**src/rtl/rx_sample_decimator_pkg.sv**
```systemverilog
// Shared definitions for the RX decimation path: sample/slot widths,
// the default number of downstream sample RAMs, and the FSM state encoding.
package rx_sample_decimator_pkg;

    localparam int RX_SAMPLE_W      = 16;
    localparam int RX_NUM_SLOTS_DEF = 20;
    localparam int RX_SLOT_W        = 5;

    typedef enum logic {
        ST_IDLE  = 1'b0,
        ST_ACCUM = 1'b1
    } rx_state_e;

endpackage

```
**src/rtl/rx_sat_trunc.sv**
```systemverilog
// Narrows a wide signed value to one 16-bit sample. With RX_DECIM_SATURATE_EN
// defined, out-of-range values clamp and raise o_clipped; otherwise the low 16 bits pass.
module rx_sat_trunc
    import rx_sample_decimator_pkg::*;
#(
    parameter int IN_W = 18
) (
    input  logic signed [IN_W-1:0]        i_value,
    output logic signed [RX_SAMPLE_W-1:0] o_value,
    output logic                          o_clipped
);

`ifdef RX_DECIM_SATURATE_EN
    // The value fits in 16 bits exactly when every bit from 15 upward agrees with the sign.
    logic [IN_W-RX_SAMPLE_W:0] w_top;

    assign w_top     = i_value[IN_W-1:RX_SAMPLE_W-1];
    assign o_clipped = !((&w_top) || !(|w_top));
    assign o_value   = !o_clipped        ? $signed(i_value[RX_SAMPLE_W-1:0]) :
                       i_value[IN_W-1]   ? 16'sh8000 : 16'sh7FFF;
`else
    logic w_unused_hi;

    assign w_unused_hi = ^i_value;
    assign o_clipped   = 1'b0;
    assign o_value     = $signed(i_value[RX_SAMPLE_W-1:0]);
`endif

endmodule

```
**src/rtl/rx_sample_decimator.sv**
```systemverilog
// Sums groups of 2^DECIM_LOG2 valid ADC samples, shifts and narrows the sum, and tags each
// output with the round-robin RAM slot. Optional clamping via macro RX_DECIM_SATURATE_EN.
module rx_sample_decimator
    import rx_sample_decimator_pkg::*;
#(
    parameter int DECIM_LOG2 = 2,
    parameter int OUT_SHIFT  = DECIM_LOG2,
    parameter int NUM_SLOTS  = RX_NUM_SLOTS_DEF
) (
    input  logic                          crx_clk,
    input  logic                          rrx_rst_n,
    input  logic                          erx_en,
    input  logic signed [RX_SAMPLE_W-1:0] idata_adc,
    input  logic                          iadc_valid,
    output logic signed [RX_SAMPLE_W-1:0] odata_sample,
    output logic                          onew_sample_trig,
    output logic [RX_SLOT_W-1:0]          oslot,
    output logic                          oframe_start,
    output logic                          osat_flag,
    output rx_state_e                     odbg_state
);

    localparam int ACC_W = RX_SAMPLE_W + DECIM_LOG2;
    localparam int CNT_W = (DECIM_LOG2 > 0) ? DECIM_LOG2 : 1;
    localparam logic [CNT_W-1:0]     CNT_LAST  = CNT_W'((1 << DECIM_LOG2) - 1);
    localparam logic [RX_SLOT_W-1:0] SLOT_LAST = RX_SLOT_W'(NUM_SLOTS - 1);

    rx_state_e                      r_state;
    rx_state_e                      w_state_nxt;
    logic                           w_active;
    logic                           w_take;
    logic                           w_done;
    logic signed [ACC_W-1:0]        r_acc;
    logic [CNT_W-1:0]               r_cnt;
    logic signed [ACC_W-1:0]        w_sample_ext;
    logic signed [ACC_W-1:0]        w_sum;
    logic signed [ACC_W-1:0]        w_shifted;
    logic signed [RX_SAMPLE_W-1:0]  w_out_value;
    logic                           w_clipped;
    logic signed [RX_SAMPLE_W-1:0]  r_data;
    logic                           r_trig;
    logic                           r_frame;
    logic                           r_sat;
    logic [RX_SLOT_W-1:0]           r_slot;
    logic [RX_SLOT_W-1:0]           r_next_slot;

    always_ff @(posedge crx_clk or negedge rrx_rst_n) begin
        if (!rrx_rst_n) begin
            r_state <= ST_IDLE;
        end else begin
            r_state <= w_state_nxt;
        end
    end

    // Samples are taken only in ACCUM with the enable still high, so dropping
    // erx_en discards the partial group even on its completing cycle.
    always_comb begin
        w_state_nxt = r_state;
        w_active    = 1'b0;
        case (r_state)
            ST_IDLE: begin
                if (erx_en) begin
                    w_state_nxt = ST_ACCUM;
                end
            end
            ST_ACCUM: begin
                if (!erx_en) begin
                    w_state_nxt = ST_IDLE;
                end else begin
                    w_active = 1'b1;
                end
            end
            default: w_state_nxt = ST_IDLE;
        endcase
    end

    // iadc_valid is a one-cycle qualifier with no backpressure: every valid cycle in ACCUM is consumed.
    assign w_take       = w_active && iadc_valid;
    assign w_done       = w_take && (r_cnt == CNT_LAST);
    assign w_sample_ext = ACC_W'(idata_adc);
    assign w_sum        = r_acc + w_sample_ext;
    assign w_shifted    = w_sum >>> OUT_SHIFT;

    rx_sat_trunc #(
        .IN_W (ACC_W)
    ) u_sat_trunc (
        .i_value   (w_shifted),
        .o_value   (w_out_value),
        .o_clipped (w_clipped)
    );

    always_ff @(posedge crx_clk or negedge rrx_rst_n) begin
        if (!rrx_rst_n) begin
            r_acc <= '0;
            r_cnt <= '0;
        end else if (!w_active || w_done) begin
            r_acc <= '0;
            r_cnt <= '0;
        end else if (w_take) begin
            r_acc <= w_sum;
            r_cnt <= r_cnt + 1'b1;
        end
    end

    // r_slot shows the RAM of the sample being pulsed; r_next_slot is the one the next group lands in.
    always_ff @(posedge crx_clk or negedge rrx_rst_n) begin
        if (!rrx_rst_n) begin
            r_data      <= '0;
            r_trig      <= 1'b0;
            r_frame     <= 1'b0;
            r_sat       <= 1'b0;
            r_slot      <= '0;
            r_next_slot <= '0;
        end else begin
            r_trig  <= w_done;
            r_frame <= w_done && (r_next_slot == '0);
            if (w_done) begin
                r_data      <= w_out_value;
                r_slot      <= r_next_slot;
                r_next_slot <= (r_next_slot == SLOT_LAST) ? '0 : r_next_slot + 1'b1;
                if (w_clipped) begin
                    r_sat <= 1'b1;
                end
            end
        end
    end

    assign odata_sample     = r_data;
    assign onew_sample_trig = r_trig;
    assign oslot            = r_slot;
    assign oframe_start     = r_frame;
    assign osat_flag        = r_sat;
    assign odbg_state       = r_state;

endmodule

```
**config.mk**
```make
export PLATFORM = sky130hd
export DESIGN_NAME = rx_sample_decimator
export DESIGN_NICKNAME = d
export VERILOG_FILES = /design/src/rtl/rx_sample_decimator_pkg.sv /design/src/rtl/rx_sat_trunc.sv /design/src/rtl/rx_sample_decimator.sv
export SDC_FILE = /design/constraint.sdc
export NUM_CORES = 1
export LEC_CHECK = 0
export ABC_AREA = 1
export BUFFER_PORTS_ARGS = -buffer_cell sky130_fd_sc_hd__buf_2
export CAP_MARGIN = 10
export CORE_MARGIN = 2
export CORE_UTILIZATION = 31
export DETAILED_ROUTE_END_ITERATION = 12
export GPL_ROUTABILITY_DRIVEN = 1
export PLACE_DENSITY = 0.52
export SYNTH_ARGS = -nofsm -noshare
export SYNTH_HDL_FRONTEND = slang
export SYNTH_SLANG_ARGS = --single-unit
```
**constraint.sdc**
```tcl
create_clock -name crx_clk -period 4.2 [get_ports crx_clk]
set_input_delay 0.42 -clock crx_clk [delete_from_list [all_inputs] [get_ports crx_clk]]
set_output_delay 0.42 -clock crx_clk [all_outputs]
set_load 0.05 [all_outputs]
```
---- Word-level counts from Yosys, hierarchy flattened ----
Index checks and enable logic that the tools add are counted.
word-level totals
  input bits .............................. 20
  output and inout bits ................... 25
  word-level logic and storage cells ...... 27
  bits in registers ....................... 49
operators by class
  muxes and demuxes ....................... 7
  eq/ne operators ......................... 2
  add/subtract/negate cells ............... 3
  reductions and logical operators ........ 7
operator list
  operator                                                       count
  18-bit 2-to-1 mux                                              2
  18-bit by 16-bit adder with 18-bit output                      1
  5-bit by 1-bit adder with 5-bit output, second input constant  1
  5-bit == test, second input constant                           1
  5-bit logical NOT                                              1
  5-bit 2-to-1 mux                                               1
  2-bit 2-to-1 mux                                               2
  1-bit logical AND                                              3
  2-bit by 1-bit adder with 2-bit output, second input constant  1
  2-bit == test, second input constant                           1
  1-bit 2-to-1 mux                                               2
  2-bit nonzero test                                             1
  1-bit logical NOT                                              1
  1-bit logical OR                                               1

---- Longest topological paths before layout ----
  depth after elaboration ................. 6
  mapped depth ............................ 12
  depth with buffers taken out ............ 12

---- By module ----
Synthesis repeated with hierarchy kept, for this count alone.
unflattened totals
  cells, all modules ...................... 397
  area total of the unflattened synthesis .. 3,083.0 µm²
by module, submodules not included
  module               area each (µm²)  times used  sequential area each (µm²)  cells an instance
  rx_sample_decimator  2,951.6          1           1,251.2                     379
  rx_sat_trunc         131.4            1           0.0                         18

---- Least setup slack after synthesis ----
No wires, ideal clock.
  path type ............................... input -> register
  from .................................... input port idata_adc[0]
  to ...................................... register r_data[6], in the netlist odata_sample[6]
  setup time .............................. 0.118 ns
  buffers on the path ..................... 0
  required time ........................... 4.082 ns
  slack ................................... 2.380 ns
  stages .................................. 9
  arrival time ............................ 1.702 ns
  cells stage by stage .................... ha_1 fa_1 nand3_1 nand2_1 nand2_1 nand2_1 or2_1 nand3_1 nand2_1
between the ends
  cells in the longest elaborated chain, start to end .. 1
ends and longest elaborated chain
  element                                    line                        RTL
  start, declared                            rx_sample_decimator.sv:13   input logic signed [RX_SAMPLE_W-1:0] idata_adc,
  18-bit by 16-bit adder with 18-bit output  rx_sample_decimator.sv:81   assign w_sum = r_acc + w_sample_ext;
  end signal, assigned                       rx_sample_decimator.sv:118  r_data <= w_out_value;
  end, declared                              rx_sample_decimator.sv:40   logic signed [RX_SAMPLE_W-1:0] r_data;
Every way passes these cells.
A chain may end at the register's enable or synchronous reset.

---- Final worst setup path ----
  from .................................... register r_cnt[0]
  to ...................................... register r_acc[2]
between the ends
  cells in the longest elaborated chain, start to end .. 4
  elaborated cells between the ends (all ways) .. 5
  classes of those cells .................. eq/ne (1); mux (1); reduce/logical (3)
ends and longest elaborated chain
  element                                                  line                        RTL
  start, declared                                          rx_sample_decimator.sv:34   logic [CNT_W-1:0] r_cnt;
  start signal, assigned                                   rx_sample_decimator.sv:101  r_cnt <= r_cnt + 1'b1;
  2-bit == test (*)                                        rx_sample_decimator.sv:79   assign w_done = w_take && (r_cnt == CNT_LAST);
  1-bit logical AND (*)                                    rx_sample_decimator.sv:79
  1-bit logical OR (*)                                     rx_sample_decimator.sv:96   end else if (!w_active || w_done) begin
  18-bit 2-to-1 mux or 2-bit nonzero test (tied branches)  --
  end signal, assigned                                     rx_sample_decimator.sv:100  r_acc <= w_sum;
  end, declared                                            rx_sample_decimator.sv:33   logic signed [ACC_W-1:0] r_acc;
Mark *: on every way between the ends. The rest lies on a longest branch, timed or not.

==> parameters.txt <==
Parameter                              Value

Timing
  Worst relative slew slack    0.459
  Final critical delay including setup and external delays    2.29 ns
  Final-layout setup total negative slack    0 ns
  RSZ-0062 raised after global routing    no
  Highest achievable clock rate    437 MHz
  Worst-Margin Slew    0.810 ns
  Fin. Hold Viols    0
  Final Worst Setup Slack    1.91 ns
  Final setup violating endpoints    0
  Final clock period utilization by the worst path    0.545
  Clock skew    0.00949 ns
  Count of pins over their slew limit    0

Power
  Power density normalized to cell area    405 nW/µm²
  Net switching power    0.501 mW
  Part of the power in the clock network    0.266
  Maximum ir drop on the vdd rail    154 µV
  Combinational cell fraction of total power    0.301
  Switching power share of the total    0.378
  Leak pwr    1.83 nW
  Internal power contribution    0.825 mW
  Fraction of power consumed by sequential logic    0.433

CTS
  Largest buffer count on any clock path    2
  Number of setup buffers added after CTS    0
  Root Buffer    sky130_fd_sc_hd__clkbuf_8
  Register clock-pin slew on the reported worst setup and hold paths    0.10 ns
  # hold bufs at CTS    0
  Clock sink count    49
  H-tree depth reported by CTS    2
  Number of clock buffers inserted by TritonCTS    5
  Worst-skew pair later-pin latency    0.31 ns
  Gates resized, CTS repair    0
  Clock tree from TritonCTS    yes

Floorplanning
  Core area    8810 µm²
  Chip Height    99.8 µm
  Ports placed on the boundary    45
  Starting density of the core    0.323
  Total die area    9960 µm²
  Cell row count    34
  Chip width    99.8 µm

Synth
  Sequential area share after synthesis    0.431
  Distinct cell type count after synthesis    26
  Combined area of all synthesized cells    2850 µm²
  Post-synthesis sequential element count    49
  Mapped Avg Cell Area    7.80 µm²
  Number of nets in the synthesized netlist    406
  Gate Count Post-Synth    365
  Number of synthesis warnings    0

Route
  Number of DRC markers in iteration 0    101
  Antenna-violating nets left    0
  Via count of the routed design    2482
  WL final    6910 µm
  Detail-routed net length per standard cell    13.4 µm
  First-pass iteration count of the detailed router    4
  Via-to-Cell Ratio    4.80
  Count of unresolved DRC violations after routing    0

Setup path
  Worst Setup Start Kind    flop
  Startpoint of the worst setup timing path    r_cnt[0]$_DFFE_PN0P_
  Critical R2R Launch    r_cnt[0]$_DFFE_PN0P_
  Worst Path Class, Setup    reg -> reg
  Reg-to-Reg End    r_acc[2]$_DFFE_PN0P_
  Peak fanout along the critical path    30
  Worst reg-to-reg path cell count    7
  Endpoint kind of the worst setup timing path    flop
  Worst setup endpoint    r_acc[2]$_DFFE_PN0P_
  Required time at the worst-slack endpoint    4.39 ns
  Reg2reg setup slack    1.91 ns
  Data arrival time at the worst-slack endpoint    2.48 ns

Global routing
  Residual overflow from global routing    0
  Wire length of the first global-routing pass    11800 µm
  GR Util All Layers    0.148
  Via count of the first global-routing pass    2449
  Pin count of the biggest net entering global routing    50
  Antenna violations before repair    0

Final layout
  Net count reported at finish    449
  Antenna fix cells    0
  Ratio of cells with drive above 1 in the final layout    0.144
  Most frequent cells in the layout    sky130_fd_sc_hd__nand2_1 (131), sky130_fd_sc_hd__dfrtp_1 (49), sky130_fd_sc_hd__buf_2 (43), sky130_fd_sc_hd__nand3_1 (36), sky130_fd_sc_hd__inv_1 (24)
  Area added between synthesis and finish    15.1%
  End-of-flow core utilization    0.372
  Most common cell after layout, fill and taps aside    sky130_fd_sc_hd__nand2_1

Place
  Weighted congestion reported at the end of routability-driven placement    0.908
  Worst-case setup slack after placement    1.88 ns
  Count of input and output buffers    43
  HPWL after detailed placement    5080 µm

Run status
  Run status    complete, no violations

Flow run
  Max-Cap Viols    0

Worst hold path
  Worst Hold Class    in -> async
## area by class of cell
cell class                      instances  area (µm²)
Clock buffer                            5        68.8
Tap cell                              108         135
Multi-Input combinational cell        282        1480
Clock inverter                          3        43.8
Inverter                               26        97.6
Sequential cell                        49        1230
Fill cell                             920        5530
Timing Repair Buffer                   44         223
## worst min-delay path by stage
stage | startpoint | endpoint | cells past startpoint
CTS | erx_en | odbg_state$_DFF_PN0_ | 1
floorplan | rrx_rst_n | odata_sample[0]$_DFFE_PN0P_ | 0
global placement | oslot[0]$_DFFE_PN0P_ | oslot[0]$_DFFE_PN0P_ | 2
finish | rrx_rst_n | r_acc[10]$_DFFE_PN0P_ | 2
global route | erx_en | odbg_state$_DFF_PN0_ | 1
detailed placement | oslot[0]$_DFFE_PN0P_ | oslot[0]$_DFFE_PN0P_ | 2
## flip-flops by register name (all words and copies together), names as in the netlist
register / flops
oslot: 5
r_cnt: 2
onew_sample_trig: 1
odata_sample: 16
odbg_state: 1
r_next_slot: 5
oframe_start: 1
r_acc: 18
## metrics by stage
step | instance area, µm² | hold WS (ns) | cells | power [mW]
CTS | 3270 | 0.245 | 517 | 1.34
detailed placement | 3160 | 0.458 | 509 | 0.985
global route | 3270 | 0.237 | 517 | 1.41
global placement | 3160 | 0.461 | 509 | 0.982
floorplan | 2850 | 0.124 | 365 | 0.877
finish | 3270 | 0.207 | 517 | 1.33
## Yosys cell counts
| master | instances | area, µm² |
|---|---|---|
| sky130_fd_sc_hd__a21oi_1 | 16 | 80.1 |
| sky130_fd_sc_hd__a22o_1 | 4 | 35.0 |
| sky130_fd_sc_hd__and2_1 | 2 | 12.5 |
| sky130_fd_sc_hd__buf_2 | 6 | 30.0 |
| sky130_fd_sc_hd__buf_4 | 1 | 7.51 |
| sky130_fd_sc_hd__clkbuf_1 | 1 | 3.75 |
| sky130_fd_sc_hd__conb_1 | 1 | 3.75 |
| sky130_fd_sc_hd__dfrtp_1 | 49 | 1230 |
| sky130_fd_sc_hd__fa_1 | 1 | 20.0 |
| sky130_fd_sc_hd__ha_1 | 20 | 250 |
| sky130_fd_sc_hd__inv_1 | 24 | 90.1 |
| sky130_fd_sc_hd__inv_2 | 2 | 7.51 |
| sky130_fd_sc_hd__nand2_1 | 131 | 492 |
| sky130_fd_sc_hd__nand2_2 | 1 | 6.26 |
| sky130_fd_sc_hd__nand3_1 | 36 | 180 |
| sky130_fd_sc_hd__nand3_2 | 2 | 20.0 |
| sky130_fd_sc_hd__nand3b_1 | 9 | 67.6 |
| sky130_fd_sc_hd__nand4_1 | 2 | 12.5 |
| sky130_fd_sc_hd__nor2_1 | 22 | 82.6 |
| sky130_fd_sc_hd__nor2_2 | 1 | 6.26 |
| sky130_fd_sc_hd__nor2_4 | 1 | 11.3 |
| sky130_fd_sc_hd__nor3_1 | 3 | 15.0 |
| sky130_fd_sc_hd__o21ai_0 | 20 | 100 |
| sky130_fd_sc_hd__or2_1 | 1 | 6.26 |
| sky130_fd_sc_hd__xnor2_1 | 4 | 35.0 |
| sky130_fd_sc_hd__xor2_1 | 5 | 43.8 |
## layer usage
layer	up-vias	track usage	wire (µm)	part of all wire
met5	-	0	0	0
met4	0	0.0348	71	0.010
met3	7	0.0237	285	0.041
met2	55	0.228	2960	0.43
met1	1146	0.219	3590	0.52
li1	1274	-	-	-
## kinds of logic after synthesis
group | synth area share
XOR/XNOR | 0.0277
other | 0.00132
adder cells (fa/ha/maj) | 0.0950
buffers and inverters | 0.0488
AO/OA/AOI/OAI | 0.0756
AND/OR/NAND/NOR | 0.321
flip-flops | 0.431
## worst max-delay path, stage by stage, from the launching register on
cell and delay (ns):
sky130_fd_sc_hd__dfrtp_1 0.38, sky130_fd_sc_hd__ha_1 0.19, sky130_fd_sc_hd__inv_1 0.07, sky130_fd_sc_hd__nor2_4 0.46
sky130_fd_sc_hd__inv_2 0.38, sky130_fd_sc_hd__nand4_1 0.24, sky130_fd_sc_hd__inv_2 0.20, sky130_fd_sc_hd__a22o_1 0.23
## power groups by stage
stage	clock network, mW	logic (mW)	registers, mW
2_1_floorplan	0	0.175	0.702
3_3_place_gp	0	0.399	0.582
3_5_place_dp	0	0.401	0.583
4_1_cts	0.362	0.403	0.575
5_1_grt	0.381	0.443	0.584
6_report	0.353	0.399	0.574
Note: power is estimated with default switching activity, not from simulation.
